**src/rtl/data_sync_tx.sv**
```systemverilog
`default_nettype none
// ============================================================================
// Module      : data_sync_tx
// Description : Source side of a level-qualified clock-domain crossing.
//               Each accepted word is put on unsync_bus. bus_enable is then
//               held high for HOLD_CYCLES cycles and low for GAP_CYCLES
//               cycles, so a multi-flop synchronizer on the destination side
//               can sample a stable bus.
//
// Parameters  : BUS_WIDTH   - width of the data word
//               HOLD_CYCLES - cycles bus_enable stays high per word (>= 1)
//               GAP_CYCLES  - cycles bus_enable stays low after a word (>= 1)
//
// Ports       : src_clk    (in)  single clock, rising edge
//               src_rst    (in)  synchronous active-high reset
//               in_data    (in)  word to send
//               in_valid   (in)  in_data is valid
//               in_ready   (out) a word can be accepted this cycle
//               unsync_bus (out) registered data toward the synchronizer
//               bus_enable (out) registered level qualifier, straight from a flop
//               busy       (out) FSM is not IDLE
//
// Option      : `define DATA_SYNC_TX_SKID_EN adds a one-entry holding buffer.
//               A word can then be accepted during HOLD/GAP and launched
//               back-to-back without an IDLE cycle.
//
// Revision    : 1.0 - initial release
// ============================================================================
module data_sync_tx #(
    parameter int BUS_WIDTH   = 8,
    parameter int HOLD_CYCLES = 4,
    parameter int GAP_CYCLES  = 3
) (
    input  logic                 src_clk,
    input  logic                 src_rst,
    input  logic [BUS_WIDTH-1:0] in_data,
    input  logic                 in_valid,
    output logic                 in_ready,
    output logic [BUS_WIDTH-1:0] unsync_bus,
    output logic                 bus_enable,
    output logic                 busy
);

    localparam int c_MAX_CYCLES = (HOLD_CYCLES > GAP_CYCLES) ? HOLD_CYCLES : GAP_CYCLES;
    localparam int c_CNT_W      = $clog2(c_MAX_CYCLES + 1);

    localparam logic [c_CNT_W-1:0] c_CNT_ZERO = '0;
    localparam logic [c_CNT_W-1:0] c_CNT_ONE  = c_CNT_W'(1);
    localparam logic [c_CNT_W-1:0] c_HOLD_END = c_CNT_W'(HOLD_CYCLES - 1);
    localparam logic [c_CNT_W-1:0] c_GAP_END  = c_CNT_W'(GAP_CYCLES - 1);

    typedef enum logic [1:0] {
        ST_IDLE = 2'b00,
        ST_HOLD = 2'b01,
        ST_GAP  = 2'b10
    } state_t;

    state_t                 r_state_q, w_state_d;
    logic [c_CNT_W-1:0]     r_cnt_q,   w_cnt_d;
    logic [BUS_WIDTH-1:0]   r_bus_q,   w_bus_d;
    logic                   r_en_q,    w_en_d;
    logic                   w_ready;
    logic                   w_accept;

`ifdef DATA_SYNC_TX_SKID_EN
    logic                   r_skid_full_q, w_skid_full_d;
    logic [BUS_WIDTH-1:0]   r_skid_data_q, w_skid_data_d;

    // The buffer is the only thing that can refuse a word.
    assign w_ready = !r_skid_full_q && !src_rst;
`else
    assign w_ready = (r_state_q == ST_IDLE) && !src_rst;
`endif

    assign w_accept = in_valid && w_ready;

    always_comb begin
        w_state_d = r_state_q;
        w_cnt_d   = r_cnt_q;
        w_bus_d   = r_bus_q;
        w_en_d    = r_en_q;
`ifdef DATA_SYNC_TX_SKID_EN
        w_skid_full_d = r_skid_full_q;
        w_skid_data_d = r_skid_data_q;
`endif

        case (r_state_q)
            ST_IDLE: begin
                w_cnt_d = c_CNT_ZERO;
`ifdef DATA_SYNC_TX_SKID_EN
                // A word captured on the last GAP edge is waiting here.
                if (r_skid_full_q) begin
                    w_state_d     = ST_HOLD;
                    w_bus_d       = r_skid_data_q;
                    w_en_d        = 1'b1;
                    w_skid_full_d = 1'b0;
                end else if (w_accept) begin
                    w_state_d = ST_HOLD;
                    w_bus_d   = in_data;
                    w_en_d    = 1'b1;
                end
`else
                if (w_accept) begin
                    w_state_d = ST_HOLD;
                    w_bus_d   = in_data;
                    w_en_d    = 1'b1;
                end
`endif
            end

            ST_HOLD: begin
                if (r_cnt_q == c_HOLD_END) begin
                    w_state_d = ST_GAP;
                    w_cnt_d   = c_CNT_ZERO;
                    w_en_d    = 1'b0;
                end else begin
                    w_cnt_d = r_cnt_q + c_CNT_ONE;
                end
`ifdef DATA_SYNC_TX_SKID_EN
                if (w_accept) begin
                    w_skid_full_d = 1'b1;
                    w_skid_data_d = in_data;
                end
`endif
            end

            ST_GAP: begin
                if (r_cnt_q == c_GAP_END) begin
                    w_cnt_d   = c_CNT_ZERO;
                    w_state_d = ST_IDLE;
`ifdef DATA_SYNC_TX_SKID_EN
                    // Skip IDLE when a word is already buffered. in_ready is
                    // low in this case, so no new word can collide with it.
                    if (r_skid_full_q) begin
                        w_state_d     = ST_HOLD;
                        w_bus_d       = r_skid_data_q;
                        w_en_d        = 1'b1;
                        w_skid_full_d = 1'b0;
                    end
`endif
                end else begin
                    w_cnt_d = r_cnt_q + c_CNT_ONE;
                end
`ifdef DATA_SYNC_TX_SKID_EN
                if (w_accept) begin
                    w_skid_full_d = 1'b1;
                    w_skid_data_d = in_data;
                end
`endif
            end

            default: begin
                w_state_d = ST_IDLE;
                w_cnt_d   = c_CNT_ZERO;
                w_en_d    = 1'b0;
            end
        endcase
    end

    always_ff @(posedge src_clk) begin
        if (src_rst) begin
            r_state_q <= ST_IDLE;
            r_cnt_q   <= c_CNT_ZERO;
            r_bus_q   <= '0;
            r_en_q    <= 1'b0;
        end else begin
            r_state_q <= w_state_d;
            r_cnt_q   <= w_cnt_d;
            r_bus_q   <= w_bus_d;
            r_en_q    <= w_en_d;
        end
    end

`ifdef DATA_SYNC_TX_SKID_EN
    // A reset discards any buffered word.
    always_ff @(posedge src_clk) begin
        if (src_rst) begin
            r_skid_full_q <= 1'b0;
            r_skid_data_q <= '0;
        end else begin
            r_skid_full_q <= w_skid_full_d;
            r_skid_data_q <= w_skid_data_d;
        end
    end
`endif

    assign in_ready   = w_ready;
    assign unsync_bus = r_bus_q;
    assign bus_enable = r_en_q;
    assign busy       = (r_state_q != ST_IDLE);

endmodule
`default_nettype wire
```
**config.mk**
```make
export PLATFORM = sky130hd
export DESIGN_NAME = data_sync_tx
export DESIGN_NICKNAME = d
export VERILOG_FILES = /design/src/rtl/data_sync_tx.sv
export SDC_FILE = /design/constraint.sdc
export NUM_CORES = 1
export LEC_CHECK = 0
export BUFFER_PORTS_ARGS = -buffer_cell sky130_fd_sc_hd__buf_2
export CAP_MARGIN = 20
export CORE_MARGIN = 3
export CORE_UTILIZATION = 51
export CTS_CLUSTER_SIZE = 12
export DETAILED_ROUTE_END_ITERATION = 8
export PLACE_DENSITY = 0.88
export SYNTH_ARGS = -nofsm -noshare
export SYNTH_HDL_FRONTEND = slang
export SYNTH_SLANG_ARGS = --single-unit
```
**constraint.sdc**
```tcl
create_clock -name src_clk -period 3.9 [get_ports src_clk]
set_clock_uncertainty 0.1 [all_clocks]
set_input_delay 0.585 -clock src_clk [delete_from_list [all_inputs] [get_ports src_clk]]
set_output_delay 0.585 -clock src_clk [all_outputs]
set_load 0.02 [all_outputs]
```
==> flow_metrics.py <==
metrics = {
    "run_status": {
        "outcome": "finished clean",
    },
    "synthesis": {
        "ys_ff_latch": 14,
        "synth_top_cell_area_share": 0.401,
        "ys_seq_area_frac": 0.401,
        "yosysUniqueCellTypes": 20,
        "yosysWarnings": 0,
        "syn_inst": 78,
        "mappedNetlistNets": 97,
        "synth_top_area_cell": "dfxtp_1",
        "synth.cell_area_um2": 698,
        "netlist_top_cells_area": "dfxtp_1 (40%), ha_1 (14%), a21oi_1 (7.2%)",
        "syn_avg_cell_area_um2": 8.95,
    },
    "finish": {
        "n_antenna_cell": 0,
        "final_nets": 120,
        "drive_gt1_frac": 0.283,
        "final_util": 0.694,
        "final_area_um2": 823,
        "most-common-layout-cells": "buf_2 (21), dfxtp_1 (14), nand2_1 (10), a21oi_1 (10)",
        "instances_no_fill": 113,
        "fill_cells": 98,
        "area_growth_syn_to_layout_pct": 17.9,
        "final_common_cell": "buf_2",
    },
    "sta": {
        "fmax_ghz": 0.457,
        "period_share": 0.562,
        "slew_viol_final": 0,
        "finalHoldViolations": 0,
        "relSlewSlack": 0.685,
        "finalSetupTns_ns": 0,
        "tightestPinTransition_ns": 0.473,
        "rsz0062_at_grt": "no",
        "post-route-min-period_ns": 2.19,
        "layout_setup_ws_ns": 1.71,
        "setup_viol": 0,
    },
    "clock_network": {
        "post_cts_buffers": 0,
        "cts_resized": 0,
        "cts.sinks": 14,
        "h-tree-depth": 1,
        "path_clk_slew_ns": 0.08,
        "cts_tree": "built",
        "clock_latency_ns": 0.27,
        "ctsRootBufferMaster": "clkbuf_4",
        "numCtsBuffers": 3,
        "cts_max_path_buffers": 2,
        "cts_hold_buf": 0,
    },
    "power": {
        "ir_drop_mv": 0.431,
        "power_density_nw_per_um2": 624,
        "p_leak_nw": 0.377,
    },
    "drt": {
        "totalWireLength_mm": 1.38,
        "drcViolationCount": 0,
        "wl_per_cell_um": 12.2,
        "viasPerCell": 5.07,
        "postRouteAntennaNets": 0,
        "vias": 573,
        "initialDrtViolationCount": 6,
        "firstDrtPassIters": 4,
    },
    "floorplanning": {
        "initial_core_util": 0.589,
        "core_um2": 1190,
        "die_h_um": 43,
        "die_x_um": 43,
        "rows": 12,
        "io_pins": 22,
        "die-area_um2": 1850,
    },
    "worst_setup_path": {
        "reg2reg_slack_ns": 2.23,
        "crit_arrival_ns": 1.50,
        "criticalPathCategory": "flip-flop to output pin",
        "cp-start-kind": "flip-flop",
        "r2r_end": "r_state_q[0]",
        "reg2reg_from": "r_cnt_q[0]",
        "path_max_fanout": 12,
        "cp.required_ns": 3.21,
        "endpoint_kind": "output pin",
        "reg2regPathDepth": 5,
    },
    "place": {
        "place_congestion": 0.770,
        "placed_cell_area_um2": 801,
        "placed_cells": 110,
        "place_ws_ns": 2.03,
        "io_buffers": 21,
    },
    "job": {
        "drv_cap": 0,
    },
    "min_path": {
        "hp-class": "flip-flop to flip-flop",
        "worstHoldPathCells": 2,
        "hp-start": "unsync_bus[4]",
        "whs_endpoint": "unsync_bus[4]",
    },
    "grt": {
        "grt_pass1_wl_mm": 2.25,
        "grt_max_degree": 16,
        "antenna_found_initial": 0,
        "grt_pass1_vias": 527,
        "gr-usage-all-layers": 0.167,
        "overflow": 0,
    },
}
==> Yosys cell counts <==
library cell  instances
a21oi_1              10
nand2b_1              6
nand3_1               8
nor2_1                1
nand3b_1              1
buf_6                 1
nor3_1                3
inv_2                 1
inv_1                 6
a221oi_4              1
nand2_1              10
nor3b_2               1
inv_4                 1
ha_1                  8
mux2i_1               2
dfxtp_1              14
buf_2                 1
clkbuf_1              1
and2b_1               1
o31ai_1               1
==> per-stage QoR <==
| step | hold slack, ns | power, W |
|---|---|---|
| detailed placement | 0.347 | 0.000439 |
| global placement | 0.341 | 0.000429 |
| finish | 0.356 | 0.000514 |
| CTS | 0.358 | 0.000518 |
| global route | 0.386 | 0.000554 |
| floorplan | 0.330 | 0.000380 |
==> sequential cells by signal, indices dropped and copies added (netlist names) <==
| signal | cells |
|---|---|
| r_state_q | 2 |
| unsync_bus | 8 |
| bus_enable | 1 |
| r_cnt_q | 3 |
==> cells by family (layout without fill, tap and decap cells) <==
| kind of cell | after synthesis | count (layout) | share of synthesized area |
|---|---|---|---|
| simple gates | 31 | 31 | 0.231 |
| buf+inv | 11 | 32 | 0.0753 |
| compound gates | 12 | 12 | 0.120 |
| flops | 14 | 14 | 0.401 |
| fa+ha+maj | 8 | 8 | 0.143 |
| mux | 2 | 2 | 0.0287 |
==> worst max path at each step <==
stage	from	to	depth (start not counted)	slack, ns
finish	r_state_q[0]	in_ready	5	1.71
global route	r_state_q[0]	in_ready	5	1.56
CTS	r_state_q[0]	in_ready	5	1.72
detailed placement	r_state_q[0]	in_ready	5	2.03
global placement	r_state_q[0]	in_ready	5	2.07
floorplan	r_state_q[0]	in_ready	5	2.00
==> routing by layer <==
metal,track usage,routed length (um),up-vias,part of all wire
met1,0.185,578,243,0.42
met5,0,0,-,0
met2,0.275,665,27,0.48
li1,-,-,300,-
met4,0.0663,14,0,0.010
met3,0.0763,117,3,0.085
==> worst max-delay path: stages (launching register included) <==
cell and delay (ns):
dfxtp_1 0.33, inv_1 0.10, ha_1 0.46, inv_2 0.07
nor2_1 0.10, buf_2 0.17
==> power breakdown <==
group,switching [W],internal [W]
registers,0.0000157,0.000171
logic,0.000156,0.0000933
clock network,0.0000420,0.0000359
==> cell type report <==
type	instances	area (um^2)	share of cell area
clock buffers	3	22.5	0.0274
inverters	8	32.5	0.0395
multi-input cells	53	365	0.444
flip-flops and latches	14	280	0.340
well taps	14	17.5	0.0213
repair buffers	21	105	0.128
No activity file was read; power rests on OpenSTA's default activity.
